File: src/rtl/rr_grant_arbiter_if.sv
// Handshake bundle between the round-robin grant arbiter, its requesters and
// the consuming issue stage.
// master: arbiter side (drives the grant). slave: requester/consumer side.
// RR_ARB_LOCK_EN adds the lock signal to the bundle.
interface rr_grant_arbiter_if #(
    parameter int unsigned NUM_REQ = 4,
    parameter int unsigned IDX_W   = $clog2(NUM_REQ)
);
    logic [NUM_REQ-1:0] request;
    logic               grant_ready;
`ifdef RR_ARB_LOCK_EN
    logic               lock;
`endif
    logic [NUM_REQ-1:0] grantOH;
    logic [IDX_W-1:0]   grant_idx;
    logic               grant_valid;

`ifdef RR_ARB_LOCK_EN
    modport master (
        input  request, grant_ready, lock,
        output grantOH, grant_idx, grant_valid
    );

    modport slave (
        output request, grant_ready, lock,
        input  grantOH, grant_idx, grant_valid
    );
`else
    modport master (
        input  request, grant_ready,
        output grantOH, grant_idx, grant_valid
    );

    modport slave (
        output request, grant_ready,
        input  grantOH, grant_idx, grant_valid
    );
`endif
endinterface

File: src/rtl/rr_grant_arbiter.sv
// Round-robin arbiter for the SM issue path: picks one of NUM_REQ warps,
// registers a one-hot grant plus binary index, holds it until the issue stage
// accepts it, then rotates priority past the accepted warp.
// Optional feature macro: RR_ARB_LOCK_EN (owner lock on accept).
module rr_grant_arbiter #(
    parameter int unsigned NUM_REQ = 4,                 // warps per SM
    parameter int unsigned IDX_W   = $clog2(NUM_REQ)
) (
    input logic                clk,
    input logic                reset,
    rr_grant_arbiter_if.master bus
);

    logic [NUM_REQ-1:0] grant_q, grant_d;
    logic [IDX_W-1:0]   idx_q, idx_d;
    logic               valid_q, valid_d;
    logic [IDX_W-1:0]   ptr_q, ptr_d;

    logic               accept;
    logic               arb_en;
    logic               lock_acc;
    logic               keep_owner;

    logic               found;
    logic [IDX_W-1:0]   win;
    logic [IDX_W:0]     sum;
    logic [IDX_W-1:0]   cand;

    // Handshake decode and priority pointer update on accept.
    always_comb begin
        accept = valid_q & bus.grant_ready;
        arb_en = ~valid_q | bus.grant_ready;
`ifdef RR_ARB_LOCK_EN
        lock_acc   = accept & bus.lock;
        keep_owner = lock_acc & bus.request[idx_q];
`else
        lock_acc   = 1'b0;
        keep_owner = 1'b0;
`endif
        ptr_d = ptr_q;
        if (accept && !lock_acc) begin
            ptr_d = idx_q;
        end
    end

    // Search ptr+1, ptr+2, ... wrapping with an explicit compare so that
    // non-power-of-two NUM_REQ never lands on a nonexistent requester.
    always_comb begin
        found = 1'b0;
        win   = '0;
        sum   = '0;
        cand  = '0;
        for (int unsigned k = 1; k <= NUM_REQ; k++) begin
            sum = {1'b0, ptr_d} + (IDX_W+1)'(k);
            if (sum >= (IDX_W+1)'(NUM_REQ)) begin
                sum = sum - (IDX_W+1)'(NUM_REQ);
            end
            cand = sum[IDX_W-1:0];
            if (!found && bus.request[cand]) begin
                found = 1'b1;
                win   = cand;
            end
        end
    end

    // Next grant: hold, re-grant a locked owner, or take the search winner.
    always_comb begin
        valid_d = valid_q;
        idx_d   = idx_q;
        if (arb_en) begin
            if (keep_owner) begin
                valid_d = 1'b1;
                idx_d   = idx_q;
            end else begin
                valid_d = found;
                idx_d   = found ? win : '0;
            end
        end
        grant_d = '0;
        if (valid_d) begin
            grant_d[idx_d] = 1'b1;
        end
    end

    // Grant and pointer registers; reset leaves requester 0 highest priority.
    always_ff @(posedge clk or posedge reset) begin
        if (reset) begin
            grant_q <= '0;
            idx_q   <= '0;
            valid_q <= 1'b0;
            ptr_q   <= IDX_W'(NUM_REQ - 1);
        end else begin
            grant_q <= grant_d;
            idx_q   <= idx_d;
            valid_q <= valid_d;
            ptr_q   <= ptr_d;
        end
    end

    assign bus.grantOH     = grant_q;
    assign bus.grant_idx   = idx_q;
    assign bus.grant_valid = valid_q;

endmodule

File: src/flat_wrapper.sv
// flat-port wrapper written by rule: the top's interface ports become plain ports
module rr_grant_arbiter_flat 
#(
    parameter int unsigned NUM_REQ = 4,                                
    parameter int unsigned IDX_W   = $clog2(NUM_REQ)
)
  (clk, reset, bus_request, bus_grant_ready, bus_grantOH, bus_grant_idx, bus_grant_valid);
  rr_grant_arbiter_if #(.NUM_REQ(NUM_REQ), .IDX_W(IDX_W)) bus_i ();
  input logic clk;
  input logic reset;
  input wire logic [$bits(bus_i.request)-1:0] bus_request;
  input wire logic [$bits(bus_i.grant_ready)-1:0] bus_grant_ready;
  output wire logic [$bits(bus_i.grantOH)-1:0] bus_grantOH;
  output wire logic [$bits(bus_i.grant_idx)-1:0] bus_grant_idx;
  output wire logic [$bits(bus_i.grant_valid)-1:0] bus_grant_valid;
  assign bus_i.request = bus_request;
  assign bus_i.grant_ready = bus_grant_ready;
  assign bus_grantOH = bus_i.grantOH;
  assign bus_grant_idx = bus_i.grant_idx;
  assign bus_grant_valid = bus_i.grant_valid;
  rr_grant_arbiter #(.NUM_REQ(NUM_REQ), .IDX_W(IDX_W)) u_core (.clk(clk), .reset(reset), .bus(bus_i));
endmodule
File: config.mk
export PLATFORM = sky130hd
export DESIGN_NAME = rr_grant_arbiter_flat
export DESIGN_NICKNAME = d
export VERILOG_FILES = /design/src/rtl/rr_grant_arbiter_if.sv /design/src/rtl/rr_grant_arbiter.sv /design/src/flat_wrapper.sv
export SDC_FILE = /design/constraint.sdc
export NUM_CORES = 1
export LEC_CHECK = 0
export ABC_AREA = 1
export CORE_MARGIN = 5
export CORE_UTILIZATION = 33
export DETAILED_ROUTE_END_ITERATION = 12
export PLACE_DENSITY_LB_ADDON = 0.1
export SETUP_SLACK_MARGIN = 0.1
export SLEW_MARGIN = 30
export SYNTH_ARGS = -nofsm -noshare
export SYNTH_HDL_FRONTEND = slang
export SYNTH_SLANG_ARGS = --single-unit
File: constraint.sdc
create_clock -name clk -period 2.2 [get_ports clk]
set_input_delay 0.44 -clock clk [delete_from_list [all_inputs] [get_ports clk]]
set_output_delay 0.44 -clock clk [all_outputs]
set_load 0.005 [all_outputs]
==> results by group, run 1 <==
Clocking
  • Clock transition at path regs: 0.06 ns
  • CTS sink count: 9
  • Clk buf depth: 2
  • CTS root buf: clkbuf_4
  • Cts bufs inserted: 3
  • CTS H-tree depth: 1
  • Hold buffers post-CTS: 0
  • Clock latency on the worst-skew pair: 0.26 ns
  • CTS tree: done

GRT
  • Total gr overflow: 0
  • Vias in the first global route: around 600
  • Initial antenna violation count: 0
  • First-pass GRT wire length: between 2000 and 3000 um
  • Pin count of the biggest net entering global routing: 10
  • Aggregate global-route resource usage: 0.1182

Power and ir drop
  • Lkg Pwr: between 0.4 and 0.5 nW
  • Pwr Density: roughly 1200 nW/um^2
  • Worst vdd ir: around 0.67 mV

Critical path
  • Crit path cell chain: nand2_2, nand2_1, nand2_2, nand2_1, nand2_2, nand2_1, nand2_2, nand3_1, nor2_1, nor2_1, nand2_1, nand2_2, nand2_1, nor2_2
  • Critical path launch point type: flip-flop
  • Reg2reg start: u_core.bus.grant_valid$_DFF_PP0_
  • Crit path from: u_core.bus.grant_valid$_DFF_PP0_
  • Critical path's largest stage delay: about 0.46 ns
  • Worst Setup End Kind: flip-flop
  • WP data arrival: about 1.9 ns
  • Crit path kind: flip-flop to flip-flop
  • CP max stage cell: dfrtp_1
  • Critical Path RT: ~2.3 ns
  • Crit-path max FO: 7

Final layout
  • Layout Nets: about 130
  • Area added between synthesis and finish: 38.66%
  • Layout cells sized above 1: 0.3016
  • Inserted Diodes: 0
  • Non-filler instance count after layout: roughly 150

Routing
  • Average wire per standard cell: about 9.8 um
  • Via count: roughly 660
  • DRC marker count from the first detailed-route iteration: 4
  • Routed vias/inst: about 4.3
  • Final ANT Viol Nets: 0
  • Final WL: 1505 um
  • DRC: 0
  • DRT Pass-1 Iters: 4

Yosys
  • Top cells by area, synth: dfrtp_1 (26%), nand2_1 (15%), nand2_2 (14%)
  • Top cell type by total area after synthesis: dfrtp_1
  • Cells after Synth: 100
  • Yosys reg bits: 9
  • Synth Warn #: 0
  • Post-Synthesis Cell Area: ~670 um^2
  • Post-Syn Nets: 107
  • Synth top area share: 0.2602
  • Mean Syn Cell Area: between 6 and 7 um^2
  • Sequential element share of the synthesized area: 0.3383
  • Synth unique cells: 16

Die
  • Core Rows: 16
  • Die Width: between 50 and 60 um
  • Die Area: between 3000 and 4000 um^2
  • Starting Density: 0.3431
  • I/O pins: 14
  • Die H: around 55 um
  • Core area: between 1500 and 2000 um^2

Placement
  • Post-Place Cells: 149
  • RD Place Congestion: 0.7231
  • Hpwl dp: about 1200 um
  • Port buffer count: 13

Timing
  • Final worst path period need: approximately 1.7 ns
  • Worst hold slack: between 0.4 and 0.5 ns
  • Slew Viols, Final: 0
  • Final hold vios: 0
  • F_max: just under 0.6 GHz
  • Fin crit share: 0.7809
  • Final Setup Violations: 0
  • Relative slew slack: 0.7789
  • Post-Route Skew: a little over 0.005 ns
  • Least-Margin Pin Slew: 0.3314 ns
  • RSZ-0062 raised after global routing: false

Run status
  • Outcome: complete, no violations

Job
  • Max-Cap Viols: 0

Hold path
  • Hold Path Class: input pin to asynchronous set/reset pin
==> per-layer routing <==
layer,GRT usage,share of wire
met1,0.1461,0.50
met2,0.1988,0.44
met3,0.04826,0.056
met4,0.01215,0
met5,0,0
==> worst paths after layout <==
kind                                                     to  slack, ns  depth (start not counted)
setup reg to reg            u_core.bus.grantOH[0]$_DFF_PP0_       0.48                         14
hold / removal             u_core.bus.grant_valid$_DFF_PP0_       0.43                          2
max in group asynchronous         u_core.ptr_q[0]$_DFF_PP1_       1.48                          2
min in group clk                  u_core.ptr_q[1]$_DFF_PP1_       0.67                          3
hold reg to reg                   u_core.ptr_q[1]$_DFF_PP1_       0.67                          3
setup / recovery            u_core.bus.grantOH[0]$_DFF_PP0_       0.48                         14
==> what timing repair did <==
item | in CTS | in global routing
setup endpoints to repair | 0 | 5
gates resized for setup | 0 | 1
hold endpoints to repair | 0 | 0
buffers inserted | 0 | 0
==> power breakdown <==
part | leakage [nW] | total [mW] | internal (mW) | switching (mW)
logic | 0.371 | 0.712 | 0.328 | 0.383
registers | 0.104 | 0.281 | 0.240 | 0.0413
clock network | 0.0150 | 0.124 | 0.0697 | 0.0541
total | 0.490 | 1.12 | 0.638 | 0.479
==> layout by cell type (no fill, tap or decap) <==
cell type / n
dfrtp_1: 7
nand2_1: 27
nand3b_1: 1
a21oi_1: 2
nor2_1: 10
a21oi_2: 1
inv_1: 14
a21oi_4: 1
nor2_2: 3
nand2_2: 15
nand3_2: 1
and2_4: 1
dlymetal6s2s_1: 1
inv_2: 1
dfstp_2: 2
clkdlybuf4s50_1: 12
nand2_4: 1
clkbuf_4: 3
buf_4: 9
nand3_1: 13
clkbuf_1: 1
==> critical path: cells and delay by family, from the launching register on <==
family,cells,cell delay (ns)
AND/OR/NAND/NOR,14,1.15
flip-flops,1,0.46
==> flip-flops by register name, summed over array words and instances, names as in the netlist <==
name                    cells
u_core.bus.grantOH          4
u_core.ptr_q                2
u_core.bus.grant_valid      1
u_core.bus.grant_idx        2
==> cell usage after synthesis <==
cell / n
nand2_1: 27
nand2_2: 15
inv_1: 14
nand3_1: 13
nor2_1: 10
dfrtp_1: 7
nor2_2: 3
a21oi_1: 2
dfstp_2: 2
a21oi_2: 1
a21oi_4: 1
and2_4: 1
inv_2: 1
nand2_4: 1
nand3_2: 1
nand3b_1: 1
==> cell type report <==
cell class / count / area, um^2
Clock buffer: 4 / 26.28
Fill cell: 221 / 1028
Inverter: 15 / 56.30
Multi-Input combinational cell: 76 / 389.1
Sequential cell: 9 / 227.7
Tap cell: 27 / 33.78
Timing Repair Buffer: 22 / 200.2
==> logic make-up (layout without fill, tap and decap cells) <==
family / after synthesis / in the layout / share of synthesized area
AO/OA/AOI/OAI: 4 / 4 / 0.05205
buffers and inverters: 15 / 41 / 0.08364
flip-flops: 9 / 9 / 0.3383
AND/OR/NAND/NOR: 72 / 72 / 0.5260
==> metrics by stage <==
step / util / total power [mW] / cell area, um^2 / TNS [ns] / setup slack, ns
after floorplan: - / 0.7221 / 673.1 / 0 / 0.6380
after global placement: 0.4611 / 1.001 / 904.6 / -0.2561 / -0.07699
after detailed placement: 0.4611 / 1.002 / 904.6 / -0.3373 / -0.1042
after CTS: 0.4745 / 1.138 / 930.9 / 0 / 0.1607
after global routing: 0.4758 / 1.235 / 933.4 / 0 / 0.2381
final: 0.4758 / 1.117 / 933.4 / 0 / 0.4820
No activity file was read; power rests on OpenSTA's default activity.
==> run 2, diff against run 1 <==
- clock period: 2.2 -> 1.4 ns (I/O delays scaled with it)
==> results by group, run 2 (synthesized netlist as in run 1, its figures left out) <==
Routing
  • DRC: 0
  • Via count: about 740
  • Routed vias/inst: 4.452
  • DRC marker count from the first detailed-route iteration: 5
  • DRT Pass-1 Iters: 4
  • Average wire per standard cell: about 11 um
  • Final WL: about 1900 um
  • Final ANT Viol Nets: 0

Die
  • Die Width: 55.17 um
  • I/O pins: 14
  • Core area: about 2000 um^2
  • Die H: between 50 and 60 um
  • Die Area: between 3000 and 4000 um^2
  • Starting Density: 0.3431
  • Core Rows: 16

Critical path
  • Critical path launch point type: flip-flop
  • Worst R2R Setup Slack: -0.35 ns
  • Most frequent CP cell: nand2_4
  • R2r endpoint: u_core.bus.grantOH[1]$_DFF_PP0_
  • Worst Setup End Kind: flip-flop
  • Worst reg-to-reg path cell count: 12
  • Crit path cell chain: nand2_4, nand2_4, nand2_8, nand2_2, nand2_2, nand2_2, nand2_4, nand2_4, nor2_4, a21oi_4, a21oi_4, nor2_1
  • Crit path to: u_core.bus.grantOH[1]$_DFF_PP0_
  • Crit path kind: flip-flop to flip-flop
  • Bufs and invs on worst path: 0
  • CP max stage cell: dfrtp_2
  • CP top delay family: simple AND/OR/NAND/NOR gates
  • Crit path from: u_core.bus.grant_valid$_DFF_PP0_
  • Critical path's largest stage delay: 0.47 ns
  • WP data arrival: about 1.9 ns
  • Levels on crit path: 12
  • Critical Path RT: 1.54 ns
  • Crit-path max FO: 7
  • Reg2reg start: u_core.bus.grant_valid$_DFF_PP0_

Final layout
  • Layout cells sized above 1: 0.6187
  • Commonest non-fill, non-tap cell in the layout: nand2_2
  • Commonest cells after routing, fill and taps aside: nand2_2 (23), buf_4 (20), nand2_4 (11), inv_1 (11), nand3_1 (9)
  • Layout Nets: ~150
  • Area added between synthesis and finish: 77.32%
  • Post-Route Utilization: 0.6084
  • Inserted Diodes: 0
  • Fill cells: around 200
  • Number of flip-flops in the largest register: 4

Timing
  • Worst hold slack: 0.2848 ns
  • F_max: between 0.5 and 0.6 GHz
  • Least-Margin Pin Slew: ~0.35 ns
  • Final worst path period need: around 1.8 ns
  • Slew Viols, Final: 0
  • Post-Route Setup TNS: -2.029 ns
  • Fin crit share: 1.251
  • Final hold vios: 0
  • Relative slew slack: 0.7694
  • Final setup margin: -0.3521 ns
  • Post-Route Skew: 0.0004451 ns
  • Final Setup Violations: 8
  • RSZ-0062 raised after global routing: true

GRT
  • Pin count of the biggest net entering global routing: 10
  • First-pass GRT wire length: 3015 um
  • Initial antenna violation count: 0
  • Total gr overflow: 0
  • Vias in the first global route: 694
  • Aggregate global-route resource usage: 0.1398

Clocking
  • Clk buf depth: 2
  • Clock latency on the worst-skew pair: between 0.2 and 0.3 ns
  • CTS tree: done
  • Hold buffers post-CTS: 0
  • CTS H-tree depth: 1
  • CTS root buf: clkbuf_4
  • Clock transition at path regs: 0.06 ns
  • Cts bufs inserted: 3
  • CTS sink count: 9

Job
  • Max-Cap Viols: 0

Power and ir drop
  • Lkg Pwr: around 0.61 nW
  • Comb pwr share: 0.709
  • Worst vdd ir: ~1.3 mV
  • Seq pwr share: 0.205
  • Switching part of the total: 0.4535
  • Psw: approximately 1.0 mW
  • Internal power: 1.212 mW
  • Pwr Density: ~1900 nW/um^2
  • Clock power frac: 0.086

Run status
  • Failing checks: negative setup slack
  • Outcome: finished, violations left

Placement
  • RD Place Congestion: between 0.7 and 0.8
  • Port buffer count: 13
  • Hpwl dp: ~1300 um

Hold path
  • Hold Path Class: input pin to asynchronous set/reset pin
-- run 2: changes by cell type in the layout (fill, tap and decap cells not counted), moves of 3 or more --
cell             delta
buf_4              +11
buf_6               +3
clkdlybuf4s50_1     -7
dlygate4sd2_1       +5
inv_1               -3
inv_2               +3
nand2_1            -19
nand2_2             +8
nand2_4            +10
nand3_1             -4
nand3_2             +3
-- run 2: worst min path at each step --
stage / startpoint / to / depth (start not counted)
floorplan: reset / u_core.bus.grantOH[0]$_DFF_PP0_ / 1
global placement: reset / u_core.bus.grant_idx[0]$_DFF_PP0_ / 2
detailed placement: reset / u_core.bus.grant_idx[0]$_DFF_PP0_ / 2
CTS: reset / u_core.bus.grantOH[2]$_DFF_PP0_ / 2
global route: reset / u_core.bus.grantOH[3]$_DFF_PP0_ / 2
finish: reset / u_core.bus.grantOH[2]$_DFF_PP0_ / 2
-- run 2: power groups by stage --
stage	sequential [mW]	clock (mW)	combinational, mW
2_1_floorplan	0.444	0	0.691
3_3_place_gp	0.437	0	1.16
3_5_place_dp	0.439	0	1.17
4_1_cts	0.442	0.203	1.31
5_1_grt	0.470	0.230	1.73
6_report	0.455	0.190	1.57
-- run 2: layout make-up --
type / instances / area (um^2) / share of cell area
Multi-Input combinational cell: 76 / 553.0 / 0.4633
Tap cell: 27 / 33.78 / 0.02830
Clock buffer: 4 / 26.28 / 0.02201
Sequential cell: 9 / 230.2 / 0.1929
Timing Repair Buffer: 35 / 294.0 / 0.2463
Inverter: 15 / 56.30 / 0.04717
-- run 2: repair_timing --
action                                  CTS  global route
gates resized for setup                  29            35
endpoints found under the hold margin     0             0
pin swaps                                 7            20
buffers inserted                          8             3
endpoints found under the setup margin   14             9
-- run 2: through the flow --
step	power [mW]	std cells	setup WS, ns	cell area (um^2)
floorplan	1.135	100	-0.1467	674.4
global placement	1.602	152	-0.7003	928.4
detailed placement	1.612	152	-0.7600	928.4
CTS	1.956	163	-0.2901	1049
global route	2.428	166	-0.4291	1194
finish	2.218	166	-0.3521	1194
-- run 2: layer usage --
metal  track usage  part of all wire
met1        0.1732              0.43
met2        0.2362              0.51
met3       0.05630             0.058
met4       0.01215                 0
met5             0                 0
